[src/rtl/character_sprite_engine.sv]
// character_sprite_engine
//   Per-player sprite renderer. Latches position/facing once per frame,
//   runs a frame-counted attack sequence (IDLE/STARTUP/ACTIVE/RECOVERY),
//   a hurt-flash timer, and draws the body plus a facing-aware hitbox.
// Ports:
//   clk, rst_n           pixel clock, async active-low reset
//   frame_tick           one-cycle pulse per frame (start of vblank)
//   video_on, hcnt, vcnt visible qualifier and current pixel coordinates
//   x_pos, y_pos, facing body top-left and direction, sampled on frame_tick
//   attack_req/kind      attack request level and type, sampled on frame_tick
//   hurt                 one-cycle hit pulse, any cycle
//   sprite_on, r, g, b   registered pixel output (1 clk latency)
//   attack_phase         0 IDLE, 1 STARTUP, 2 ACTIVE, 3 RECOVERY
//   hitbox_active        attack_phase == ACTIVE
//   hurt_active          hurt timer non-zero
module character_sprite_engine #(
   parameter int unsigned BODY_W     = 64,
   parameter int unsigned BODY_H     = 240,
   parameter int unsigned HIT_W      = 32,
   parameter int unsigned HIT_H      = 80,
   parameter int unsigned HIT_YOFF   = 80,
   parameter int unsigned STARTUP_FR = 5,
   parameter int unsigned ACTIVE_FR  = 2,
   parameter int unsigned RECOV_FR   = 16,
   parameter int unsigned HURT_FR    = 8,
   parameter logic [11:0] BODY_RGB   = 12'hF00
) (
   input  logic       clk,
   input  logic       rst_n,
   input  logic       frame_tick,
   input  logic       video_on,
   input  logic [9:0] hcnt,
   input  logic [9:0] vcnt,
   input  logic [9:0] x_pos,
   input  logic [9:0] y_pos,
   input  logic       facing,
   input  logic       attack_req,
   input  logic [1:0] attack_kind,
   input  logic       hurt,
   output logic       sprite_on,
   output logic [3:0] r,
   output logic [3:0] g,
   output logic [3:0] b,
   output logic [1:0] attack_phase,
   output logic       hitbox_active,
   output logic       hurt_active
);

   typedef enum logic [1:0] {
      IDLE     = 2'd0,
      STARTUP  = 2'd1,
      ACTIVE   = 2'd2,
      RECOVERY = 2'd3
   } phase_t;

   localparam logic [10:0] BW  = 11'(BODY_W);
   localparam logic [10:0] BH  = 11'(BODY_H);
   localparam logic [10:0] HW  = 11'(HIT_W);
   localparam logic [10:0] HH  = 11'(HIT_H);
   localparam logic [10:0] HYO = 11'(HIT_YOFF);

   phase_t     state, state_nx;
   logic [7:0] fc, fc_nx;
   logic [7:0] ht, ht_nx;
   logic [1:0] kind, kind_nx;
   logic [9:0] xs, ys;
   logic       fs;
   logic       par;

   // ---------------- state registers ----------------
   always_ff @(posedge clk or negedge rst_n) begin
      if (!rst_n) begin
         state <= IDLE;
         fc    <= '0;
         ht    <= '0;
         kind  <= '0;
         xs    <= '0;
         ys    <= '0;
         fs    <= 1'b0;
         par   <= 1'b0;
      end else begin
         state <= state_nx;
         fc    <= fc_nx;
         ht    <= ht_nx;
         kind  <= kind_nx;
         if (frame_tick) begin
            xs  <= x_pos;
            ys  <= y_pos;
            fs  <= facing;
            par <= ~par;
         end
      end
   end

   // ---------------- attack FSM / hurt timer ----------------
   // hurt overrides everything on its edge: timer reload without decrement,
   // attack cancelled, and any coincident attack_req is dropped.
   always_comb begin
      state_nx = state;
      fc_nx    = fc;
      ht_nx    = ht;
      kind_nx  = kind;
      if (hurt) begin
         ht_nx    = 8'(HURT_FR);
         state_nx = IDLE;
         fc_nx    = '0;
      end else if (frame_tick) begin
         if (ht != '0) ht_nx = ht - 8'd1;
         case (state)
            IDLE: begin
               if (attack_req && (ht == '0)) begin
                  state_nx = STARTUP;
                  fc_nx    = 8'(STARTUP_FR - 1);
                  kind_nx  = attack_kind;
               end
            end
            STARTUP: begin
               if (fc == '0) begin
                  state_nx = ACTIVE;
                  fc_nx    = 8'(ACTIVE_FR - 1);
               end else fc_nx = fc - 8'd1;
            end
            ACTIVE: begin
               if (fc == '0) begin
                  state_nx = RECOVERY;
                  fc_nx    = 8'(RECOV_FR - 1);
               end else fc_nx = fc - 8'd1;
            end
            RECOVERY: begin
               if (fc == '0) begin
                  state_nx = IDLE;
                  fc_nx    = '0;
               end else fc_nx = fc - 8'd1;
            end
            default: state_nx = IDLE;
         endcase
      end
   end

   assign attack_phase  = state;
   assign hitbox_active = (state == ACTIVE);
   assign hurt_active   = (ht != '0);

   // ---------------- pixel path ----------------
   // 11-bit compares so edges past 1023 never wrap back onto the screen.
   logic [10:0] h11, v11, x11, y11, hit_lo, hit_hi;
   logic        in_body, in_hit, pix_on;
   logic [11:0] body_rgb, hit_rgb, pix_rgb;

   always_comb begin
      h11 = {1'b0, hcnt};
      v11 = {1'b0, vcnt};
      x11 = {1'b0, xs};
      y11 = {1'b0, ys};
      if (fs) begin
         hit_lo = (x11 >= HW) ? (x11 - HW) : '0;
         hit_hi = x11;
      end else begin
         hit_lo = x11 + BW;
         hit_hi = x11 + BW + HW;
      end
      in_body = (h11 >= x11) && (h11 < x11 + BW) &&
                (v11 >= y11) && (v11 < y11 + BH);
      in_hit  = (state == ACTIVE) &&
                (h11 >= hit_lo) && (h11 < hit_hi) &&
                (v11 >= y11 + HYO) && (v11 < y11 + HYO + HH);
      pix_on  = video_on && (in_body || in_hit);

      body_rgb = (hurt_active && par) ? 12'hFFF : BODY_RGB;
      case (kind)
         2'd1:    hit_rgb = 12'h00F;
         2'd2:    hit_rgb = 12'hF80;
         default: hit_rgb = 12'h0F0;
      endcase
      pix_rgb = in_body ? body_rgb : hit_rgb;
   end

   always_ff @(posedge clk or negedge rst_n) begin
      if (!rst_n) begin
         sprite_on <= 1'b0;
         {r, g, b} <= '0;
      end else begin
         sprite_on <= pix_on;
         {r, g, b} <= pix_on ? pix_rgb : '0;
      end
   end

endmodule

[config.mk]
export PLATFORM = sky130hd
export DESIGN_NAME = character_sprite_engine
export DESIGN_NICKNAME = d
export VERILOG_FILES = /design/src/rtl/character_sprite_engine.sv
export SDC_FILE = /design/constraint.sdc
export NUM_CORES = 1
export LEC_CHECK = 0
export BUFFER_PORTS_ARGS = -buffer_cell sky130_fd_sc_hd__buf_4
export CORE_MARGIN = 2
export CORE_UTILIZATION = 40
export CTS_BUF_LIST = sky130_fd_sc_hd__clkbuf_4 sky130_fd_sc_hd__clkbuf_8
export CTS_CLUSTER_DIAMETER = 100
export DETAILED_ROUTE_END_ITERATION = 16
export PLACE_DENSITY_LB_ADDON = 0.3
export SLEW_MARGIN = 20
export SYNTH_ARGS = -nofsm -noshare
export SYNTH_HDL_FRONTEND = slang
export SYNTH_SLANG_ARGS = --single-unit
[constraint.sdc]
create_clock -name clk -period 4.05 [get_ports clk]
set_clock_uncertainty 0.2 [all_clocks]
set_input_delay 0.405 -clock clk [delete_from_list [all_inputs] [get_ports clk]]
set_output_delay 0.405 -clock clk [all_outputs]
set_load 0.01 [all_outputs]
# Word-level counts from Yosys, hierarchy flattened
# Index checks and enable logic that the tools add are counted.
totals:
  word_cells: 85
  ramBits: 0
  latchBits: 0
  out_inout_bits: 17
  n_memories: 0
  register_bits: 55
  mem_bits_ro: 0
  in_bits: 49
classes:
  n_eq_ne: 9
  div: 0
  multipliers: 0
  add_sub_neg: 8
  n_mux: 24
  n_reduce_logical: 21
  n_lt_le_gt_ge: 9
  bitwise: 2
  n_shift: 0
op_table:
  columns: ["operator", "n"]
  rows:
  - ["$mux 8", 10]
  - ["$lt 10x11->1", 4]
  - ["$mux 11", 3]
  - ["$pmux 8 s4", 1]
  - ["$mux 12", 2]
  - ["$pmux 12 s2", 1]
  - ["$add 10x7->11 const B", 2]
  - ["$ge 10x11->1", 2]
  - ["$ge 10x10->1", 2]
  - ["$logic_not 8->1", 2]
  - ["$sub 8x1->8 const B", 2]
  - ["$mux 2", 6]
  - ["$add 10x8->11 const B", 1]
  - ["$add 11x6->11 const B", 1]
  - ["$add 11x7->11 const B", 1]
  - ["$sub 10x6->11 const B", 1]
  - ["$ge 10x6->1 const B", 1]
  - ["$logic_and 1x1->1", 10]
  - ["$ne 3x3->1 const B", 3]
  - ["$pmux 2 s4", 1]
  - ["$reduce_bool 8->1", 1]
  - ["$eq 2x2->1 const B", 3]
  - ["$reduce_and 5->1", 1]
  - ["$eq 2x1->1 const B", 2]
  - ["7 further kinds", 10]

# Logic depth before layout (Yosys ltp)
depth:
  ltp_word: 11
  mapped_depth: 16
  depth_no_buf: 16

# Least setup slack after synthesis
# No wires, ideal clock.
synth_path:
  path_type: "register to register"
  start: "register xs[6]"
  end: "register b[2]"
  setup_ns: 0.118
  required_ns: 3.732
  path_buffers: 0
  synth_period_minus_slack_ns: 3.281
  arrival_time_ns: 2.963
  path_slack_ns: 0.769
  stages_incl_launch_ff: 14
  cell_sequence: "dfrtp_1 > inv_1 > ha_1 > nand4_1 > or4_1 > nand3_1 > nand2_1 > mux2_2 > ha_1 > a21o_1 > a2111oi_0 > o21ai_0 > and3_1 > a21o_1"
synth_between:
  elab_chain_cells: 11
  elab_cells_between_ends: 22
  cone_classes: "3 x add/sub; 5 x order compare; 5 x mux; 9 x reduce/logical"
synth_lines:
  columns: ["element", "line_no", "rtl"]
  rows:
  - ["from (decl)", "66", "logic [9:0] xs, ys;"]
  - ["from (signal assigned)", "87", "xs <= x_pos;"]
  - ["branches (longest 10 deep; another with $add 10x7->11)", null, null]
  - ["$mux 12 *", "184", "{r, g, b} <= pix_on ? pix_rgb : '0;"]
  - ["to (signal assigned)", "184", null]
  - ["to (decl)", "43", "output logic [3:0] b,"]
# Every way passes the cells marked *.
# A chain may end at the register's enable or synchronous reset.

# Worst setup path in the final report
layout_path:
  start: "register xs[6]"
  end: "register g[3]"
layout_between:
  elab_chain_cells: 11
  elab_cells_between_ends: 22
  cone_classes: "3 x add/sub; 5 x order compare; 5 x mux; 9 x reduce/logical"
layout_lines:
  columns: ["element", "line_no", "rtl"]
  rows:
  - ["branches (longest 10 deep; another with $add 10x7->11)", null, null]
  - ["$mux 12 *", "184", null]
  - ["to (signal assigned)", "184", null]
  - ["to (decl)", "42", "output logic [3:0] g,"]
# Marks and branches as above.

==> flow_metrics.env <==
export IMPL_status="finished clean"
export IMPL_ys_async_sr_fraction_pct=100
export IMPL_cts_reportedPaths_clkPinSlew_ns=0.09
export IMPL_report_final_setup_viol=0
export IMPL_ios=66
export IMPL_final_area_mm2=0.00485
export IMPL_grt_overflow_total=0
export IMPL_grt_max_degree=48
export IMPL_path_buf_inv=1
export IMPL_hold_viol=0
export IMPL_drv_cap=0
export IMPL_cp_max_fo=7
export IMPL_cp_num_cells=14
export IMPL_cp_start_kind="flop"
export IMPL_area_delta_synth_final_pct=15.2
export IMPL_crit_family="simple AND/OR/NAND/NOR gates"
export IMPL_vias_per_cell=5.27
export IMPL_avgRoutedWirePerCell_um=14.5
export IMPL_yosysSeqAreaShare_pct=27.9
export IMPL_whs_path_depth=3
export IMPL_period_minus_slack_ns=3.69
export IMPL_worst_pin_slew_ns=0.752
export IMPL_fp_dieArea_mm2=0.0114
export IMPL_grt_pass1_wl_mm=16.8
export IMPL_coreArea_mm2=0.0103
export IMPL_r2r_end="g[3]$_DFF_PN0_"
export IMPL_setup_slack_ns=0.360
export IMPL_yosys_register_bits=47
export IMPL_grt_pass1_vias=3556
export IMPL_synth_distinct_cells=58
export IMPL_drtIter0Drc=164
export IMPL_wirelength_mm=9.76
export IMPL_netlist_area_mm2=0.00421
export IMPL_vias=3533
export IMPL_cts_setup_buffers=0
export IMPL_worstPathRequired_ns=4.09
export IMPL_leakagePower_uw=0.00234
export IMPL_n_fill_cell=1022
export IMPL_rows=37
export IMPL_critPathKind="flop to flop"
export IMPL_drc=0
export IMPL_drive_gt1_share_pct=16.3
export IMPL_cts_buffers=5
export IMPL_initial_utilization_pct=41.0
export IMPL_reg2reg_setup_slack_ns=0.36
export IMPL_port_buffers=65
export IMPL_endpoint="g[3]$_DFF_PN0_"
export IMPL_place_ws_ns=0.429
export IMPL_die_w_um=107
export IMPL_clock_sinks=47
export IMPL_slew_headroom_pct=49.9
export IMPL_crit_path_end_kind="flop"
export IMPL_worstReg2RegStart="xs[6]$_DFFE_PN0P_"
export IMPL_cts_htree_levels=2
export IMPL_ant_nets=0
export IMPL_clock_fmax_ghz=0.271
export IMPL_clock_latency_ns=0.29
export IMPL_hp_class="input pin to flop"
export IMPL_cts_tree="built"
export IMPL_reg2reg_depth=14
export IMPL_grt_antenna_before_repair=0
export IMPL_synth_cells=482
export IMPL_drt_pass1_iter_count=4
export IMPL_diodes=0
export IMPL_period_share_pct=91.1
export IMPL_globalplace_congestion=0.873
export IMPL_cpPeakStageDelay_ns=0.46
export IMPL_cp_slowest_cell="dfrtp_1"
export IMPL_final_cell_mix="ha_1, buf_4, dfrtp_1, nand2_1, nor2_1"
export IMPL_grt_util_all_layers_pct=18.2
export IMPL_dp_hpwl_mm=7.78
export IMPL_slew_viol_final=0
export IMPL_cts_root_buf="clkbuf_8"
export IMPL_crit_arrival_ns=3.73
export IMPL_crit_chain="inv_1, ha_1, nand4_1, or4_1, o311ai_0, o21ai_0, ha_1, o21a_1, o22ai_1, nor2_1, nand3_1, nor4b_4, and3_1, a21o_1"
export IMPL_p_total_uw=1550
export IMPL_tns_ns=0
export IMPL_powerDensity_mw_per_mm2=320
export IMPL_placed_area_mm2=0.00475
export IMPL_layout_commonest_cell="ha_1"
export IMPL_fp_dieH_um=107
export IMPL_path_common_cell="ha_1"
export IMPL_nets=662
export IMPL_startpoint="xs[6]$_DFFE_PN0P_"
export IMPL_ys_warnings_count=0
export IMPL_avgSynthCellArea_um2=8.74
export IMPL_synth_edf_count=0
export IMPL_synth_main_ff_cell="dfrtp_1"
export IMPL_rsz0062_at_grt="false"
export IMPL_vdd_ir_drop_max_v=0.000139
export IMPL_cts_max_path_buffers=2
export IMPL_mappedNetlistNets=609
## cell usage after synthesis (4+ instances only)
library cell  count  area share (%)
nor2b_1           4            0.59
xor2_1           13             2.7
ha_1             78              23
nor2_1           37             3.3
xnor2_1          18             3.7
inv_1            36             3.2
nor3_1           10             1.2
nand4_1           5            0.74
nand2b_1         10             1.5
a211oi_1          5            0.89
buf_4             8             1.4
nand3_1          17             2.0
dfrtp_1          47              28
a21o_1            7             1.2
clkbuf_1         10            0.89
o211ai_1          5            0.89
a21oi_1          29             3.4
o21a_1            5            0.89
nand2_1          42             3.7
mux2_2            5             1.3
o21ai_0          35             4.2
## metrics by stage
stage	hold slack (ns)	cells	utilization, %
global route	0.100	671	47.2
finish	0.109	671	47.2
floorplan	-0.0906	482	-
global placement	0.257	663	46.3
detailed placement	0.259	663	46.3
CTS	0.0990	671	47.2
## how the worst min path moves through the flow
stage                     from                           to  slack (ns)
2_1_floorplan            rst_n  attack_phase[0]$_DFFE_PN0P_       -0.09
6_report              x_pos[9]            xs[9]$_DFFE_PN0P_        0.11
3_3_place_gp   par$_DFFE_PN0P_              par$_DFFE_PN0P_        0.26
3_5_place_dp   par$_DFFE_PN0P_              par$_DFFE_PN0P_        0.26
4_1_cts               x_pos[9]            xs[9]$_DFFE_PN0P_         0.1
5_1_grt               x_pos[9]            xs[9]$_DFFE_PN0P_         0.1
## flip-flops by register name (all words and copies together), names as in the netlist
register      count
xs               10
ht                8
b                 1
kind              2
sprite_on         1
g                 2
ys               10
attack_phase      2
r                 1
fs                1
par               1
fc                8
## per-layer routing
| layer | up-vias | track usage, % | wire length (µm) |
|---|---|---|---|
| met5 | - | 0 | 0 |
| met4 | 0 | 5.01 | 185 |
| met3 | 14 | 3.53 | 421 |
| met2 | 79 | 30.8 | 4750 |
| met1 | 1647 | 23.7 | 4400 |
| li1 | 1793 | - | - |
## worst register-to-register path, stage by stage, from the launching register on
cell,delay (ns)
dfrtp_1,0.46
inv_1,0.22
ha_1,0.21
nand4_1,0.08
or4_1,0.46
o311ai_0,0.37
o21ai_0,0.17
ha_1,0.31
o21a_1,0.11
o22ai_1,0.07
nor2_1,0.12
nand3_1,0.11
nor4b_4,0.36
and3_1,0.25
a21o_1,0.13
## cell type report
type | count | area, µm² | share of cell area [%]
clock buffers | 6 | 82.6 | 1.70
flip-flops and latches | 47 | 1180 | 24.2
clock inverters | 1 | 5.00 | 0.103
repair buffers | 66 | 498 | 10.3
inverters | 38 | 143 | 2.94
multi-input cells | 377 | 2780 | 57.2
well taps | 136 | 170 | 3.51
## repair_timing
| action | in CTS | in global routing |
|---|---|---|
| endpoints found under the hold margin | 47 | 0 |
| gates resized for setup | 0 | 1 |
| setup endpoints to repair | 0 | 2 |
| hold buffers | 1 | 0 |
## logic make-up after synthesis
kind of cell / share of synthesized area, %
XOR/XNOR: 6.84
multiplexers: 1.57
adder cells (fa/ha/maj): 23.2
AO/OA/AOI/OAI: 17.0
buffers and inverters: 6.09
flip-flops: 27.9
AND/OR/NAND/NOR: 17.4
## where the power goes
| part | switching (µW) | total, µW | internal (µW) |
|---|---|---|---|
| combinational | 354 | 658 | 304 |
| sequential | 73.8 | 606 | 532 |
| clock | 156 | 291 | 134 |
No activity file was read; power rests on OpenSTA's default activity.
